## src/rtl/muldiv_pkg.sv

```systemverilog
// muldiv_pkg: shared definitions for the RV32M multiply/divide unit.
//   - RV32M funct3 encodings
//   - decoder group codes for is_muldiv (also consumed by the decoder)
//   - FSM state type for muldiv_unit
package muldiv_pkg;

   localparam logic [2:0] F3_MUL    = 3'b000;
   localparam logic [2:0] F3_MULH   = 3'b001;
   localparam logic [2:0] F3_MULHSU = 3'b010;
   localparam logic [2:0] F3_MULHU  = 3'b011;
   localparam logic [2:0] F3_DIV    = 3'b100;
   localparam logic [2:0] F3_DIVU   = 3'b101;
   localparam logic [2:0] F3_REM    = 3'b110;
   localparam logic [2:0] F3_REMU   = 3'b111;

   localparam logic [1:0] MULDIV_GRP_MUL = 2'b01;
   localparam logic [1:0] MULDIV_GRP_DIV = 2'b10;

   typedef enum logic [1:0] {
      StIdle,
      StMul,
      StDiv,
      StFix
   } muldiv_state_e;

endpackage

```

## src/rtl/muldiv_unit_div_iter.sv

```systemverilog
// div_iter: one combinational step of unsigned radix-2 restoring division.
// Ports:
//   rem_in   partial remainder so far (always < divisor)
//   quo_in   shift register: remaining dividend bits (MSB next), quotient bits fill from LSB
//   divisor  unsigned divisor (non-zero)
//   rem_out  updated partial remainder
//   quo_out  quo_in shifted left by one with the new quotient bit in the LSB
module div_iter #(
   parameter int unsigned XLEN = 32
) (
   input  logic [XLEN-1:0] rem_in,
   input  logic [XLEN-1:0] quo_in,
   input  logic [XLEN-1:0] divisor,
   output logic [XLEN-1:0] rem_out,
   output logic [XLEN-1:0] quo_out
);

   logic [XLEN:0] shifted;
   logic [XLEN:0] diff;

   assign shifted = {rem_in, quo_in[XLEN-1]};
   assign diff    = shifted - {1'b0, divisor};

   // diff[XLEN] set means the trial subtraction borrowed: restore.
   assign rem_out = diff[XLEN] ? shifted[XLEN-1:0] : diff[XLEN-1:0];
   assign quo_out = {quo_in[XLEN-2:0], ~diff[XLEN]};

endmodule

```

## src/rtl/muldiv_unit.sv

```systemverilog
// muldiv_unit: multi-cycle RV32M execute unit (MUL/MULH/MULHSU/MULHU/DIV/DIVU/REM/REMU).
// Ports:
//   clk_i, rst_i        clock, synchronous active-high reset
//   valid_i / ready_o   request handshake; ready_o only in idle
//   is_muldiv_i         decoder group (01 mul, 10 div); gates acceptance only
//   funct3_i            RV32M funct3, selects the operation
//   op_a_i, op_b_i      rs1 / rs2 values
//   rd_i                destination tag
//   flush_i             aborts any operation in flight, blocks accept in idle
//   valid_o             one-cycle result strobe
//   result_o, rd_o      registered result and tag, held between strobes
//   busy_o              inverse of ready_o
// Multiply: 2-cycle latency. Divide: restoring, one bit per cycle, then a sign-fix
// cycle; divide-by-zero and signed overflow skip straight to the fix cycle.
module muldiv_unit
   import muldiv_pkg::*;
#(
   parameter int unsigned XLEN       = 32,
   parameter int unsigned REG_ADDR_W = 5
) (
   input  logic                  clk_i,
   input  logic                  rst_i,
   input  logic                  valid_i,
   output logic                  ready_o,
   input  logic [1:0]            is_muldiv_i,
   input  logic [2:0]            funct3_i,
   input  logic [XLEN-1:0]       op_a_i,
   input  logic [XLEN-1:0]       op_b_i,
   input  logic [REG_ADDR_W-1:0] rd_i,
   input  logic                  flush_i,
   output logic                  valid_o,
   output logic [XLEN-1:0]       result_o,
   output logic [REG_ADDR_W-1:0] rd_o,
   output logic                  busy_o
);

   localparam int unsigned     CntW    = $clog2(XLEN) + 1;
   localparam logic [CntW-1:0] CntLast = CntW'(XLEN - 1);
   localparam logic [XLEN-1:0] MinInt  = {1'b1, {(XLEN-1){1'b0}}};

   muldiv_state_e state_q, state_d;
   logic [2:0]            op_q, op_d;
   logic [REG_ADDR_W-1:0] rd_q, rd_d;
   logic [XLEN-1:0]       a_q, a_d;
   logic [XLEN-1:0]       b_q, b_d;
   logic [XLEN-1:0]       rem_q, rem_d;
   logic [XLEN-1:0]       quo_q, quo_d;
   logic [CntW-1:0]       cnt_q, cnt_d;
   logic                  neg_quo_q, neg_quo_d;
   logic                  neg_rem_q, neg_rem_d;
   logic                  valid_q, valid_d;
   logic [XLEN-1:0]       result_q, result_d;
   logic [REG_ADDR_W-1:0] rd_out_q, rd_out_d;

   logic                  accept;
   logic                  div_signed, a_neg, b_neg;
   logic [XLEN-1:0]       abs_a, abs_b;
   logic                  a_sx, b_sx;
   logic [2*XLEN-1:0]     prod;
   logic [XLEN-1:0]       step_rem, step_quo;

   assign accept = valid_i && (state_q == StIdle) && !flush_i &&
                   (is_muldiv_i == MULDIV_GRP_MUL || is_muldiv_i == MULDIV_GRP_DIV);

   // DIV and REM (funct3[0] == 0) are the signed divide ops.
   assign div_signed = !funct3_i[0];
   assign a_neg      = div_signed && op_a_i[XLEN-1];
   assign b_neg      = div_signed && op_b_i[XLEN-1];
   assign abs_a      = a_neg ? -op_a_i : op_a_i;
   assign abs_b      = b_neg ? -op_b_i : op_b_i;

   assign a_sx = (op_q == F3_MULH || op_q == F3_MULHSU) && a_q[XLEN-1];
   assign b_sx = (op_q == F3_MULH) && b_q[XLEN-1];
   assign prod = {{XLEN{a_sx}}, a_q} * {{XLEN{b_sx}}, b_q};

   div_iter #(
      .XLEN (XLEN)
   ) u_div_iter (
      .rem_in  (rem_q),
      .quo_in  (quo_q),
      .divisor (b_q),
      .rem_out (step_rem),
      .quo_out (step_quo)
   );

   always_comb begin
      state_d   = state_q;
      op_d      = op_q;
      rd_d      = rd_q;
      a_d       = a_q;
      b_d       = b_q;
      rem_d     = rem_q;
      quo_d     = quo_q;
      cnt_d     = cnt_q;
      neg_quo_d = neg_quo_q;
      neg_rem_d = neg_rem_q;
      valid_d   = 1'b0;
      result_d  = result_q;
      rd_out_d  = rd_out_q;

      unique case (state_q)
         StIdle: begin
            if (accept) begin
               op_d = funct3_i;
               rd_d = rd_i;
               if (!funct3_i[2]) begin
                  a_d     = op_a_i;
                  b_d     = op_b_i;
                  state_d = StMul;
               end else begin
                  cnt_d     = '0;
                  neg_quo_d = 1'b0;
                  neg_rem_d = 1'b0;
                  state_d   = StFix;
                  if (op_b_i == '0) begin
                     quo_d = '1;
                     rem_d = op_a_i;
                  end else if (div_signed && op_a_i == MinInt && op_b_i == '1) begin
                     quo_d = op_a_i;
                     rem_d = '0;
                  end else begin
                     // quo starts as |a| and is shifted out MSB-first as quotient bits enter.
                     quo_d     = abs_a;
                     b_d       = abs_b;
                     rem_d     = '0;
                     neg_quo_d = a_neg ^ b_neg;
                     neg_rem_d = a_neg;
                     state_d   = StDiv;
                  end
               end
            end
         end
         StMul: begin
            state_d = StIdle;
            if (!flush_i) begin
               result_d = (op_q == F3_MUL) ? prod[XLEN-1:0] : prod[2*XLEN-1:XLEN];
               rd_out_d = rd_q;
               valid_d  = 1'b1;
            end
         end
         StDiv: begin
            if (flush_i) begin
               state_d = StIdle;
            end else begin
               rem_d = step_rem;
               quo_d = step_quo;
               cnt_d = cnt_q + 1'b1;
               if (cnt_q == CntLast) state_d = StFix;
            end
         end
         StFix: begin
            state_d = StIdle;
            if (!flush_i) begin
               if (op_q[1]) result_d = neg_rem_q ? -rem_q : rem_q;
               else         result_d = neg_quo_q ? -quo_q : quo_q;
               rd_out_d = rd_q;
               valid_d  = 1'b1;
            end
         end
         default: state_d = StIdle;
      endcase
   end

   always_ff @(posedge clk_i) begin
      if (rst_i) begin
         state_q   <= StIdle;
         op_q      <= '0;
         rd_q      <= '0;
         a_q       <= '0;
         b_q       <= '0;
         rem_q     <= '0;
         quo_q     <= '0;
         cnt_q     <= '0;
         neg_quo_q <= 1'b0;
         neg_rem_q <= 1'b0;
         valid_q   <= 1'b0;
         result_q  <= '0;
         rd_out_q  <= '0;
      end else begin
         state_q   <= state_d;
         op_q      <= op_d;
         rd_q      <= rd_d;
         a_q       <= a_d;
         b_q       <= b_d;
         rem_q     <= rem_d;
         quo_q     <= quo_d;
         cnt_q     <= cnt_d;
         neg_quo_q <= neg_quo_d;
         neg_rem_q <= neg_rem_d;
         valid_q   <= valid_d;
         result_q  <= result_d;
         rd_out_q  <= rd_out_d;
      end
   end

   assign ready_o  = (state_q == StIdle);
   assign busy_o   = !ready_o;
   assign valid_o  = valid_q;
   assign result_o = result_q;
   assign rd_o     = rd_out_q;

endmodule

```

## config.mk

```make
export PLATFORM = sky130hd
export DESIGN_NAME = muldiv_unit
export DESIGN_NICKNAME = d
export VERILOG_FILES = /design/src/rtl/muldiv_pkg.sv /design/src/rtl/muldiv_unit_div_iter.sv /design/src/rtl/muldiv_unit.sv
export SDC_FILE = /design/constraint.sdc
export NUM_CORES = 2
export LEC_CHECK = 0
export ABC_AREA = 1
export CORE_MARGIN = 2
export CORE_UTILIZATION = 45
export CTS_BUF_LIST = sky130_fd_sc_hd__clkbuf_4 sky130_fd_sc_hd__clkbuf_8
export CTS_CLUSTER_DIAMETER = 40
export DETAILED_ROUTE_END_ITERATION = 12
export GPL_TIMING_DRIVEN = 0
export SLEW_MARGIN = 5
export SYNTH_ARGS = -nofsm -noshare
export SYNTH_HDL_FRONTEND = slang
export SYNTH_SLANG_ARGS = --single-unit
export TNS_END_PERCENT = 20
```

## constraint.sdc

```tcl
create_clock -name clk_i -period 8.4 [get_ports clk_i]
set_input_delay 1.68 -clock clk_i [delete_from_list [all_inputs] [get_ports clk_i]]
set_output_delay 1.68 -clock clk_i [all_outputs]
set_load 0.05 [all_outputs]
```

==> impl_metrics.csv <==
group,metric,value,unit
detailed_routing,routedWlPerCell,25.54,um
floorplanning,start_util,45.15,%
pwr,power.leakage,29.63,nW
cells_and_area,layout_commonest_cell,"inv_1",
synthesis,synth-seq-cells,184,
synthesis,synth_area_per_cell,7.280,sq um
sta,fin_crit,8.304,ns
synthesis,synthFlopType,"dfxtp_1",
detailed_routing,drt-total-wl,234.0,mm
clocking,clk_pin_slew,0.10,ns
synthesis,synth_xor_area_share,1.364,%
clocking,cts_max_path_buffers,2,
synthesis,syn_nets,8865,
cells_and_area,seqCellArea,3739,sq um
synthesis,syn_inst,7411,
setup_path,r2r-start,"a_q[1]$_SDFFE_PP0P_",
synthesis,yosysWarnings,0,
pwr,vdd_drop_max,106.5,uV
sta,finalSetupViolCount,0,
floorplanning,placementRows,127,
setup_path,endpoint,"result_o[26]$_SDFFE_PP0P_",
cells_and_area,layout_common_cells,"inv_1 (1,860), nand2_1 (1,857), fa_1 (1,108)",
detailed_routing,vias,49570,
detailed_routing,ant_nets,0,
synthesis,async_flop_share,0,%
global_route,grt_max_degree,26,
setup_path,r2r_slack,0.1,ns
floorplanning,core,119500,sq um
clocking,cts_tree,"done",
cells_and_area,fin_cells,9161,
detailed_routing,dr.pass1.iters,6,
clocking,clkSinkCount,184,
setup_path,critical_path.max_fanout,10,
global_route,track_usage,38.79,%
sta,fin_skew,0.02257,ns
run_status,status,"finished, final reports clean",
sta,tightest_slew,1.040,ns
cells_and_area,nFillCells,12450,
sta,fmax,0.1204,GHz
synthesis,yosys.area_share.simple,20.78,%
placed_design,io_buffers,116,
sta,slew_headroom,30.64,%
floorplanning,die_w,350.3,um
global_route,grt-ovfl-total,0,
min_path,hold_path_class,"register to register",
sta,hold_viol_final,0,
cells_and_area,layout-drive-gt1-share,5.552,%
detailed_routing,drc,0,
cells_and_area,layout.nets,8989,
clocking,clock_latency,0.53,ns
placed_design,placed_cell_area,57130,sq um
synthesis,synth.area.mux_share,0,%
pwr,powerDensity,64.60,nW/um^2
setup_path,cp.arrival,8.68,ns
detailed_routing,drt-vias-per-instance,5.411,
synthesis,synth-compound-area-share,7.692,%
clocking,cts_buffers,17,
setup_path,cp-start-kind,"register",
synthesis,netlist_area,53950,sq um
setup_path,endpoint_kind,"register",
placed_design,dp_hpwl,201.7,mm
detailed_routing,dr.first_iter.drc_count,4635,
synthesis,synth.distinct_cells,59,
sta,rsz0062_at_grt,"true",
floorplanning,die_height,350.3,um
floorplanning,dieArea,122700,sq um
clocking,clockRootBuffer,"clkbuf_8",
synthesis,synth_top_family_by_area,"adder cells",
floorplanning,ioPinCount,118,
sta,final.period_utilization,98.85,%
placed_design,place_congestion,1.043,
clocking,htree_levels,4,
placed_design,placed_cells,9139,
setup_path,critical_path_class,"register to register",
sta,holdWs,0.4740,ns
flow_run,maxCapViolCount,0,
global_route,grt_pass1_wl,340.5,mm
synthesis,synth_edf_count,0,
synthesis,synthAdderAreaFrac,47.58,%
cells_and_area,area_growth_syn_to_layout,7.985,%
synthesis,yosysSeqAreaShare,6.827,%
global_route,grt_antenna_before_repair,9,
clocking,hold_buffers,0,
global_route,grt_pass1_vias,50840,
setup_path,crit_start,"a_q[1]$_SDFFE_PP0P_",
setup_path,r2r-end,"result_o[26]$_SDFFE_PP0P_",
sta,slew_violations,0,
setup_path,ff2ff_path_depth,27,
cells_and_area,multi_input_area,42100,sq um
setup_path,cp.required,8.77,ns
cells_and_area,fin_area,58260,sq um
## Yosys cell counts (20+ instances only)
master,number,area [sq um]
nand4_1,57,356.6
xor2_1,55,481.7
fa_1,1126,22540
nand3_1,276,1381
nand2_1,1863,6993
ha_1,250,3128
a21oi_1,369,1847
inv_1,1865,7000
nor2_1,429,1610
o21ai_0,306,1531
nor3_1,54,270.3
o21bai_1,24,180.2
dfxtp_1,184,3684
clkbuf_1,324,1216
xnor2_1,29,254.0
buf_2,20,100.1
## registers in the layout, summed over array words and instances, names as in the netlist, 2 cells and up
name / cells
state_q: 2
a_q: 32
rd_o: 5
op_q: 3
cnt_q: 6
b_q: 32
quo_q: 32
rd_q: 5
rem_q: 32
result_o: 32
## layer usage
metal	global-route usage [%]	up-vias	share of wire, %
li1	-	21980	-
met1	46.19	24440	36
met2	62.90	2455	46
met3	8.106	679	9.4
met4	27.06	8	8.6
met5	0	-	0.027
## area by class of cell
cell class                      count  share of cell area, %
Multi-Input combinational cell   4989                  72.26
Clock buffer                       19                 0.4381
Sequential cell                   184                  6.417
Antenna cell                        2               0.008590
Clock inverter                     12                 0.2427
Timing Repair Buffer              151                  2.465
Inverter                         1878                  12.15
Buffer                            314                  2.553
Tap cell                         1612                  3.462
## critical path, cell delays in order (launching register included)
cell	delay, ns
dfxtp_1	0.81
clkbuf_1	0.78
nand2_1	0.17
fa_1	0.49
fa_1	0.41
fa_1	0.49
inv_1	0.05
fa_1	0.62
inv_1	0.07
fa_1	0.55
fa_1	0.46
fa_1	0.50
inv_1	0.05
fa_1	0.44
ha_1	0.46
nand2_1	0.14
nor2_1	0.25
nand2_1	0.09
nand2_1	0.16
nand2_1	0.10
nand2_1	0.24
nand2_1	0.12
nand3_1	0.10
nand2_1	0.06
nand3_1	0.15
nand3_1	0.17
nand2_1	0.15
a21oi_1	0.07
## timing repair
item                                    4_1_cts  5_1_grt
pin swaps                                     7        9
gates resized for setup                     141      237
setup buffers                                16       19
endpoints found under the setup margin       32       32
## power by group
group | total, mW | switching [mW] | internal, mW
registers | 1.03 | 0.119 | 0.910
logic | 2.09 | 1.48 | 0.612
clock network | 0.646 | 0.368 | 0.278
## worst min path at each step
| stage | from | endpoint | cells past startpoint |
|---|---|---|---|
| 2_1_floorplan | quo_q[0]$_SDFFE_PP0P_ | quo_q[0]$_SDFFE_PP0P_ | 2 |
| 3_3_place_gp | quo_q[0]$_SDFFE_PP0P_ | quo_q[0]$_SDFFE_PP0P_ | 2 |
| 3_5_place_dp | result_o[15]$_SDFFE_PP0P_ | result_o[15]$_SDFFE_PP0P_ | 2 |
| 4_1_cts | result_o[16]$_SDFFE_PP0P_ | result_o[16]$_SDFFE_PP0P_ | 2 |
| 5_1_grt | result_o[13]$_SDFFE_PP0P_ | result_o[13]$_SDFFE_PP0P_ | 2 |
| 6_report | result_o[16]$_SDFFE_PP0P_ | result_o[16]$_SDFFE_PP0P_ | 2 |
## stage by stage
step / TNS [ns] / setup slack (ns) / utilization [%] / total power, mW
detailed placement: -39.62 / -1.952 / 47.81 / 3.033
global placement: -43.39 / -2.146 / 47.81 / 3.044
floorplan: 0 / 0.5092 / - / 2.154
global route: -0.03734 / -0.01986 / 48.75 / 3.940
finish: 0 / 0.09640 / 48.76 / 3.764
CTS: -0.02781 / -0.02781 / 48.37 / 3.692
## cells by family (layout without fill, tap and decap cells)
family                     Yosys count  in the layout
adders and majority gates         1376           1376
AOI/OAI and AO/OA                  779            779
DFF                                184            184
and+or+nand+nor                   2750           2750
xor gates and xnor gates            84             84
other                                0              2
buffers and inverters             2238           2374
Note: power is estimated with default switching activity, not from simulation.
